<file path="src/rtl/rgb_to_hsv_pkg.sv">
// rtl/rgb_to_hsv_pkg.sv - shared constants, beat/hue-control types and scaling helper
package rgb_to_hsv_pkg;

   localparam int LAT = 4;

   localparam logic [8:0] HUE_OFS_R = 9'd0;
   localparam logic [8:0] HUE_OFS_G = 9'd120;
   localparam logic [8:0] HUE_OFS_B = 9'd240;
   localparam logic [8:0] HUE_WRAP  = 9'd360;

   localparam logic [6:0] SCALE_H = 7'd60;
   localparam logic [6:0] SCALE_S = 7'd100;

   localparam int R_LSB = 16;
   localparam int G_LSB = 8;
   localparam int B_LSB = 0;
   localparam int H_LSB = 15;
   localparam int S_LSB = 8;
   localparam int V_LSB = 0;

   // Both quotients are bounded by 100, so 7 bits always suffice.
   localparam int Q_W = 7;

   typedef struct packed {
      logic        en;
      logic [23:0] pixel;
      logic [13:0] row;
      logic [13:0] col;
      logic [23:0] pass;
   } beat_t;

   typedef struct packed {
      logic [8:0] base;
      logic       neg;
      logic       achrom;
      logic       black;
      logic [7:0] value;
   } hue_ctl_t;

   function automatic logic [14:0] scale(input logic [7:0] x, input logic [6:0] k);
      return 15'(x) * 15'(k);
   endfunction

endpackage

</file>
<file path="src/rtl/hsv_div.sv">
// rtl/hsv_div.sv - two-stage restoring divider, 15-bit dividend by 8-bit divisor
// Caller guarantees dividend < 128*divisor, so only the low Q_W quotient bits are resolved.
module hsv_div
   import rgb_to_hsv_pkg::*;
(
   input  logic           clk,
   input  logic [14:0]    dividend,
   input  logic [7:0]     divisor,
   output logic [Q_W-1:0] quotient
);

   logic [7:0] rem_a_c, rem_a, rem_b_c, div_a;
   logic [8:0] t_a, t_b;
   logic [3:0] q_a_c, q_a;
   logic [2:0] q_b_c, lo_a;

   always_comb begin
      rem_a_c = dividend[14:7];
      q_a_c   = '0;
      t_a     = '0;
      for (int i = 3; i >= 0; i--) begin
         t_a = {rem_a_c, dividend[i+3]};
         if (t_a >= {1'b0, divisor}) begin
            rem_a_c  = 8'(t_a - {1'b0, divisor});
            q_a_c[i] = 1'b1;
         end else begin
            rem_a_c = t_a[7:0];
         end
      end
   end

   always_ff @(posedge clk) begin
      rem_a <= rem_a_c;
      q_a   <= q_a_c;
      lo_a  <= dividend[2:0];
      div_a <= divisor;
   end

   always_comb begin
      rem_b_c = rem_a;
      q_b_c   = '0;
      t_b     = '0;
      for (int i = 2; i >= 0; i--) begin
         t_b = {rem_b_c, lo_a[i]};
         if (t_b >= {1'b0, div_a}) begin
            rem_b_c  = 8'(t_b - {1'b0, div_a});
            q_b_c[i] = 1'b1;
         end else begin
            rem_b_c = t_b[7:0];
         end
      end
   end

   always_ff @(posedge clk) begin
      quotient <= {q_a, q_b_c};
   end

endmodule

</file>
<file path="src/rtl/rgb_to_hsv.sv">
// rtl/rgb_to_hsv.sv - fixed-latency RGB to HSV pixel converter with per-beat bypass
module rgb_to_hsv
   import rgb_to_hsv_pkg::*;
(
   input  logic        clk,
   input  logic        rst_n,
   input  logic        hsv_en,
   input  logic        in_valid,
   input  logic [23:0] pixel_in,
   input  logic [13:0] row_in,
   input  logic [13:0] col_in,
   input  logic [23:0] pass_in,
   output logic        out_valid,
   output logic [23:0] pixel_out,
   output logic [13:0] row_out,
   output logic [13:0] col_out,
   output logic [23:0] pass_thru
);

   logic [LAT-1:0] vld;
   beat_t          beat [LAT];
   hue_ctl_t       ctl_c, ctl_1, ctl_2;
   logic [7:0]     r, g, b, mn, diff, delta;
   logic [14:0]    dvd_h, dvd_s;
   logic [Q_W-1:0] q_h, q_s;
   logic [8:0]     hue_sum, hue;
   logic [23:0]    hsv_c;

   assign r = beat[0].pixel[R_LSB +: 8];
   assign g = beat[0].pixel[G_LSB +: 8];
   assign b = beat[0].pixel[B_LSB +: 8];

   // Max channel picks the hue sector; ties resolve R, then G, then B.
   always_comb begin
      ctl_c = '0;
      mn    = '0;
      diff  = '0;
      delta = '0;
      if (r >= g && r >= b) begin
         ctl_c.value = r;
         mn          = (g < b) ? g : b;
         ctl_c.base  = HUE_OFS_R;
         if (g >= b) begin
            diff = g - b;
         end else begin
            diff       = b - g;
            ctl_c.neg  = 1'b1;
            ctl_c.base = HUE_WRAP;
         end
      end else if (g >= b) begin
         ctl_c.value = g;
         mn          = (r < b) ? r : b;
         ctl_c.base  = HUE_OFS_G;
         if (b >= r) begin
            diff = b - r;
         end else begin
            diff      = r - b;
            ctl_c.neg = 1'b1;
         end
      end else begin
         ctl_c.value = b;
         mn          = (r < g) ? r : g;
         ctl_c.base  = HUE_OFS_B;
         if (r >= g) begin
            diff = r - g;
         end else begin
            diff      = g - r;
            ctl_c.neg = 1'b1;
         end
      end
      delta        = ctl_c.value - mn;
      ctl_c.achrom = (delta == 8'd0);
      ctl_c.black  = (ctl_c.value == 8'd0);
   end

   assign dvd_h = scale(diff, SCALE_H);
   assign dvd_s = scale(delta, SCALE_S);

   hsv_div u_div_hue (.clk(clk), .dividend(dvd_h), .divisor(delta),       .quotient(q_h));
   hsv_div u_div_sat (.clk(clk), .dividend(dvd_s), .divisor(ctl_c.value), .quotient(q_s));

   // Zero divisors yield junk quotients; the achrom/black flags mask them here.
   always_comb begin
      hue_sum = ctl_2.neg ? (ctl_2.base - 9'(q_h)) : (ctl_2.base + 9'(q_h));
      hue     = (ctl_2.achrom || hue_sum == HUE_WRAP) ? 9'd0 : hue_sum;
      hsv_c   = '0;
      hsv_c[H_LSB +: 9] = hue;
      hsv_c[S_LSB +: 7] = ctl_2.black ? 7'd0 : q_s;
      hsv_c[V_LSB +: 8] = ctl_2.value;
   end

   always_ff @(posedge clk) begin
      beat[0] <= '{en: hsv_en, pixel: pixel_in, row: row_in, col: col_in, pass: pass_in};
      beat[1] <= beat[0];
      beat[2] <= beat[1];
      beat[3] <= '{en: beat[2].en, pixel: (beat[2].en ? hsv_c : beat[2].pixel),
                   row: beat[2].row, col: beat[2].col, pass: beat[2].pass};
      ctl_1   <= ctl_c;
      ctl_2   <= ctl_1;
   end

   always_ff @(posedge clk or negedge rst_n) begin
      if (!rst_n) begin
         vld       <= '0;
         out_valid <= 1'b0;
         pixel_out <= '0;
         row_out   <= '0;
         col_out   <= '0;
         pass_thru <= '0;
      end else begin
         vld       <= {vld[LAT-2:0], in_valid};
         out_valid <= vld[LAT-1];
         pixel_out <= beat[LAT-1].pixel;
         row_out   <= beat[LAT-1].row;
         col_out   <= beat[LAT-1].col;
         pass_thru <= beat[LAT-1].pass;
      end
   end

endmodule

</file>
<file path="config.mk">
export PLATFORM = sky130hd
export DESIGN_NAME = rgb_to_hsv
export DESIGN_NICKNAME = d
export VERILOG_FILES = /design/src/rtl/rgb_to_hsv_pkg.sv /design/src/rtl/hsv_div.sv /design/src/rtl/rgb_to_hsv.sv
export SDC_FILE = /design/constraint.sdc
export NUM_CORES = 1
export LEC_CHECK = 0
export CORE_ASPECT_RATIO = 1.75
export CORE_UTILIZATION = 25
export CTS_BUF_LIST = sky130_fd_sc_hd__clkbuf_2
export CTS_CLUSTER_DIAMETER = 100
export DETAILED_ROUTE_END_ITERATION = 10
export SLEW_MARGIN = 20
export SYNTH_ARGS = -nofsm -noshare
export SYNTH_HDL_FRONTEND = slang
export SYNTH_SLANG_ARGS = --single-unit
</file>
<file path="constraint.sdc">
create_clock -name clk -period 34.5 [get_ports clk]
set_input_delay 5.175 -clock clk [delete_from_list [all_inputs] [get_ports clk]]
set_output_delay 5.175 -clock clk [all_outputs]
set_load 0.05 [all_outputs]
</file>
Yosys cells after proc, flatten, opt, wreduce, memory -nomap -nowiden --
Memories as Yosys holds them, arrays and structs flattened. A register that Yosys moved wholly into a read port is not among the register bits. Index checks and enable logic that the tools add are counted.
Cells by class: add/subtract/negate cells 21, $mul 2, order comparisons 21, equality and inequality tests 1, mux-type cells 47, reduce and logical (&&, ||, !) cells 5
Operators with widths (number):
- 2-to-1 mux 8 bit | 24
- subtractor 8 bit | 19
- greater-or-equal comparator 9 x 8 -> 1 bit | 13
- greater-or-equal comparator 8 bit | 5
- 2-to-1 mux 9 bit | 3
- less-than comparator 8 bit | 3
- 2-to-1 mux 24 bit | 1
- 2-to-1 mux 10 bit | 2
- logical NOT 8 bit | 2
- 2-to-1 mux 1 bit | 16
- multiplier 8 x 5 -> 13 bit, second input constant | 1
- multiplier 8 x 4 -> 12 bit, second input constant | 1
- adder 9 x 7 -> 9 bit | 1
- equality test 9 bit, second input constant | 1
- subtractor 9 x 7 -> 9 bit | 1
- 2-to-1 mux 7 bit | 1
- logical AND 1 bit | 1
- logical NOT 1 bit | 1
- logical OR 1 bit | 1
Storage, ports and cells: register bits after elaboration 93, RAM bits 308, input port bits 80, memories kept 1
Memories:
- beat | words 4, width 77, read ports 4, clocked after Yosys merged registers in 1, write ports 4, line rgb_to_hsv.sv:21 | beat_t beat [LAT];

Depth between registers and ports, before layout --
An unclocked memory read counts as a cell.
depth after elaboration 15, gate-level depth with buffers 78, gate-level depth less buffers 73

By module --
A second synthesis with hierarchy kept.
Second synthesis, totals: cells, all modules 1938, area total of the unflattened synthesis 20897.5 sq um
By module, submodules not included:
- rgb_to_hsv | times used 1, cells each 1129, area an instance 14058.5 sq um, sequential area each 8813.5 sq um
- hsv_div (u_div_sat) | times used 1, cells each 410, area an instance 3423.3 sq um, sequential area each 600.6 sq um
- hsv_div (u_div_hue) | times used 1, cells each 399, area an instance 3415.8 sq um, sequential area each 600.6 sq um

Least setup slack after synthesis --
OpenSTA, ideal clock, no wires.
kind register to register, from memory beat[0][53] (netlist name), to register u_div_sat.rem_a[2], library setup time 0.121 ns, data arrival time 14.496 ns, slack 19.883 ns, cell stages (with the launch flop) 73, clock period less this slack 14.617 ns, cells stage by stage dfxtp_1 -> inv_1 -> fa_1 -> a21o_1 -> a211oi_1 -> o221ai_1 -> clkbuf_1 -> clkbuf_1 -> nand2_1 -> a21oi_1 -> a21oi_1 -> inv_1 -> ha_1 -> nor2b_1 -> o31a_1 -> o31ai_2 -> a21oi_1 -> a2111o_1 -> [... 37 more ...] -> a21o_1 -> a21o_1 -> a21oi_1 -> o21ai_0 -> a21oi_1 -> o2111ai_1 -> buf_2 -> mux2_2 -> ha_1 -> and2_1 -> a22o_1 -> a311oi_1 -> o21ai_0 -> nand4_1 -> nand3_1 -> buf_2 -> nor2_1 -> a21oi_1
RTL lines:
- start: declaration | line rgb_to_hsv.sv:21
- end signal: assignment | line hsv_div.sv:33 | rem_a <= rem_a_c;
- end: declaration | line hsv_div.sv:12 | logic [7:0] rem_a_c, rem_a, rem_b_c, div_a;

==> impl_results.md <==
* Status: finished clean
* Number of global-route vias before repair at 14,700
* Top post-synthesis cells by count: 386 x sky130_fd_sc_hd__dfxtp_1, 204 x sky130_fd_sc_hd__ha_1, 189 x sky130_fd_sc_hd__inv_1
* Max_slew headroom at 28.4%
* Highest attainable clock frequency at 57.9 MHz
* Clock network latency to the later pin of the worst-skew pair at 1.05 ns
* Drt drc at 0
* Data required time of the worst path at 35.43 ns
* Number of max-slew violations in the final report at 0
* Average wire per standard cell at 15.9 µm
* Async set or reset register ratio after synthesis at between 15 and 20%
* Vias per cell at 4.38
* Final total negative setup slack at 0 ns
* Total Routed Length at around 52 mm
* Total clock sinks at 467
* Max-Cap Viols at 0
* Area Growth Syn to Fin at 19.1%
* Clock transition at the registers of the reported paths at approximately 0.1 ns
* Initial Util at 25.3%
* TritonCTS clock tree: done
* DR WL met3 at 2.76 mm
* Final critical-path share of the clock period at 50.1%
* Total Routing Usage GR at 12.7%
* I/O Buffers at 156
* Hold Fails Final Rpt at 0
* Category of the critical setup timing path: reg -> reg
* Delay contributed by the slowest stage of the critical path at ~0.8 ns
* Highest routing layer actually used: met5
* Die Ht at 378 µm
* Post-CTS setup buffer count at 0
* Number of detailed-route iterations in the first pass at 5
* Placed Cells incl. Taps at a little over 3,000
* Period minus WS final at between 15 and 20 ns
* Synthesis Warnings at 0
* Mean instance size in the synthesized netlist at approximately 11 µm²
* Cell types occupying the most area after synthesis: sky130_fd_sc_hd__dfxtp_1 38%, sky130_fd_sc_hd__ha_1 13%, sky130_fd_sc_hd__dfrtp_1 10%
* Number of hold buffers added after cts at 0
* CP endpoint kind: register
* Library cell occupying the most area in the post-synthesis netlist: sky130_fd_sc_hd__dfxtp_1
* Buffer cell driving the clock tree root: sky130_fd_sc_hd__clkbuf_2
* Number of distinct library cells after synthesis at just under 90
* Antenna-violating nets left at 0
* Setup repair after global routing missed its margin: no
* Layout fillers at roughly 8,300
* Area of the multi-input gates at between 9000 and 10,000 µm²
* Worst Skew at 0.0918 ns
* Cell with the most instances after synthesis: sky130_fd_sc_hd__dfxtp_1
* CP max stage cell: sky130_fd_sc_hd__clkinv_1
* Post-layout utilization of the core at 30.1%
* Crit path launch type: register
* Most instantiated flip-flop cell in the synthesis netlist: sky130_fd_sc_hd__dfxtp_1
* DP HPWL at ~41 mm
* Overall via count from detail_route at approximately 14,000
* Share of the synthesized area in the top cell type at 38.2%
* Horiz. Die Dim at 217 µm
* Transition time of the tightest slew-check pin at 1.07 ns
* Final setup vio count at 0
* Crit path DAT at 18.21 ns
* Sequential cell area fraction in the yosys report at ~48%
* Overall overflow remaining after global route at 0
* Fin cells at 3,274
* Fraction of final layout cells with drive strength greater than 1 at 11.9%
* Number of cells upsized or downsized after cts at 0
* Post-synthesis register bit count at 467
* Reg area at 9750 µm²
* Largest net degree at the start of global routing at 68
* Number of synthesized flops with an enable pin at 0
* Largest fanout on the critical path at 26
* Core Rows at 137
* Buffer levels on the longest clock path at 3
* Antenna violations before repair at 6
* Classification of the worst-slack hold path: reg -> reg
* Syn Inst Count at 1,907
* TritonCTS Buffers at 100
* First DRT Iteration DRCs at 460
* Cell occurring most often along the worst timing path: sky130_fd_sc_hd__a21oi_1
* Count of boundary I/O pins at between 150 and 200
* Placer Congestion at slightly above 0.9
* WL met2 at 27.1 mm
* Net count of the finished layout at 2,470
* Level count of the clock H-tree at 3
* Area of the core at 79,900 µm²
* Wire length of the first global-routing pass at 80.4 mm
* Net Count, Synth at 2,225
* Met1 routed wirelength after detailed routing at 19.2 mm
* Netlist Area Pre-Place at 20,200 µm²
* Die ar. at 82,000 µm²
## per-layer routing
layer | up-vias | GRT usage, %
li1 | 7114 | -
met2 | 398 | 23.8
met3 | 115 | 2.84
met1 | 6702 | 12.5
met5 | - | 0
met4 | 2 | 8.21
## worst max-delay path, delay by kind of cell, from the launching register on
| family | cells | cell delay [ns] |
|---|---|---|
| xor+xnor | 2 | 0.73 |
| flops | 1 | 0.58 |
| fa+ha+maj | 7 | 2.41 |
| simple gates | 12 | 2.50 |
| compound gates | 35 | 7.53 |
| buf+inv | 9 | 2.37 |
| mux | 3 | 1.04 |
## placed cells by master, fill, tap and decap left out, types with 19 or more instances in the layout
master,n
sky130_fd_sc_hd__ha_1,204
sky130_fd_sc_hd__xor2_1,32
sky130_fd_sc_hd__xnor2_1,80
sky130_fd_sc_hd__nor2b_1,27
sky130_fd_sc_hd__nand2b_1,23
sky130_fd_sc_hd__nor2_1,95
sky130_fd_sc_hd__clkdlybuf4s50_1,155
sky130_fd_sc_hd__clkbuf_2,149
sky130_fd_sc_hd__buf_4,19
sky130_fd_sc_hd__dfxtp_1,386
sky130_fd_sc_hd__inv_1,189
sky130_fd_sc_hd__nand2_1,119
sky130_fd_sc_hd__a21o_1,46
sky130_fd_sc_hd__fa_1,34
sky130_fd_sc_hd__a21oi_1,128
sky130_fd_sc_hd__mux2_2,43
sky130_fd_sc_hd__nor3_1,19
sky130_fd_sc_hd__o21ai_0,85
sky130_fd_sc_hd__dfrtp_1,81
sky130_fd_sc_hd__mux2i_1,32
## per-stage QoR
stage	instance area (µm²)	setup slack, ns	hold slack, ns
3_5_place_dp	23100	17.30	0.312
6_report	24100	17.22	0.301
2_1_floorplan	20200	19.88	0.310
3_3_place_gp	23100	17.59	0.309
4_1_cts	24100	17.28	0.287
5_1_grt	24100	15.81	0.287
## sequential cells by signal, indices dropped and copies added (netlist names), 8 cells and up
signal,count
ctl_2,16
beat,307
row_out,14
pixel_out,24
ctl_1,8
u_div_hue.rem_a,8
col_out,14
u_div_sat.rem_a,8
u_div_hue.div_a,8
u_div_sat.div_a,8
pass_thru,24
## cell type report
class                      instances  area share, %
clock inverter                    30          0.920
timing repair buffer             174           7.04
clock buffer                     149           3.10
multi-input combinational       1215           39.9
inverter                         194           3.04
tap                             1042           5.42
sequential                       467           40.5
antenna                            3         0.0312
## logic make-up (layout without fill, tap and decap cells)
group                    Yosys count  count (layout)  synth area share, %
flip-flops                       467             467                 48.3
buffers and inverters            225             547                 4.21
XOR/XNOR                         112             112                 4.85
AND/OR/NAND/NOR                  366             366                 8.69
multiplexers                      79              79                 4.28
adder cells (fa/ha/maj)          240             240                 16.1
other                              0               3                    0
AO/OA/AOI/OAI                    418             418                 13.6
## final timing paths
path | startpoint | cells after the start | slack [ns] | to
setup reg to reg | beat[0][61] | 68 | 17.22 | u_div_sat.rem_a[7]
max in group asynchronous | rst_n | 2 | 29.37 | pixel_out[5]
min in group asynchronous | rst_n | 1 | 3.99 | pixel_out[17]
setup / recovery | beat[0][61] | 68 | 17.22 | u_div_sat.rem_a[7]
hold / removal | beat[1][11] | 0 | 0.30 | beat[2][11]
hold reg to reg | beat[1][11] | 0 | 0.30 | beat[2][11]
Power is not shown: default switching activity piles up to over one toggle a cycle in this logic, so the estimate is an artifact.
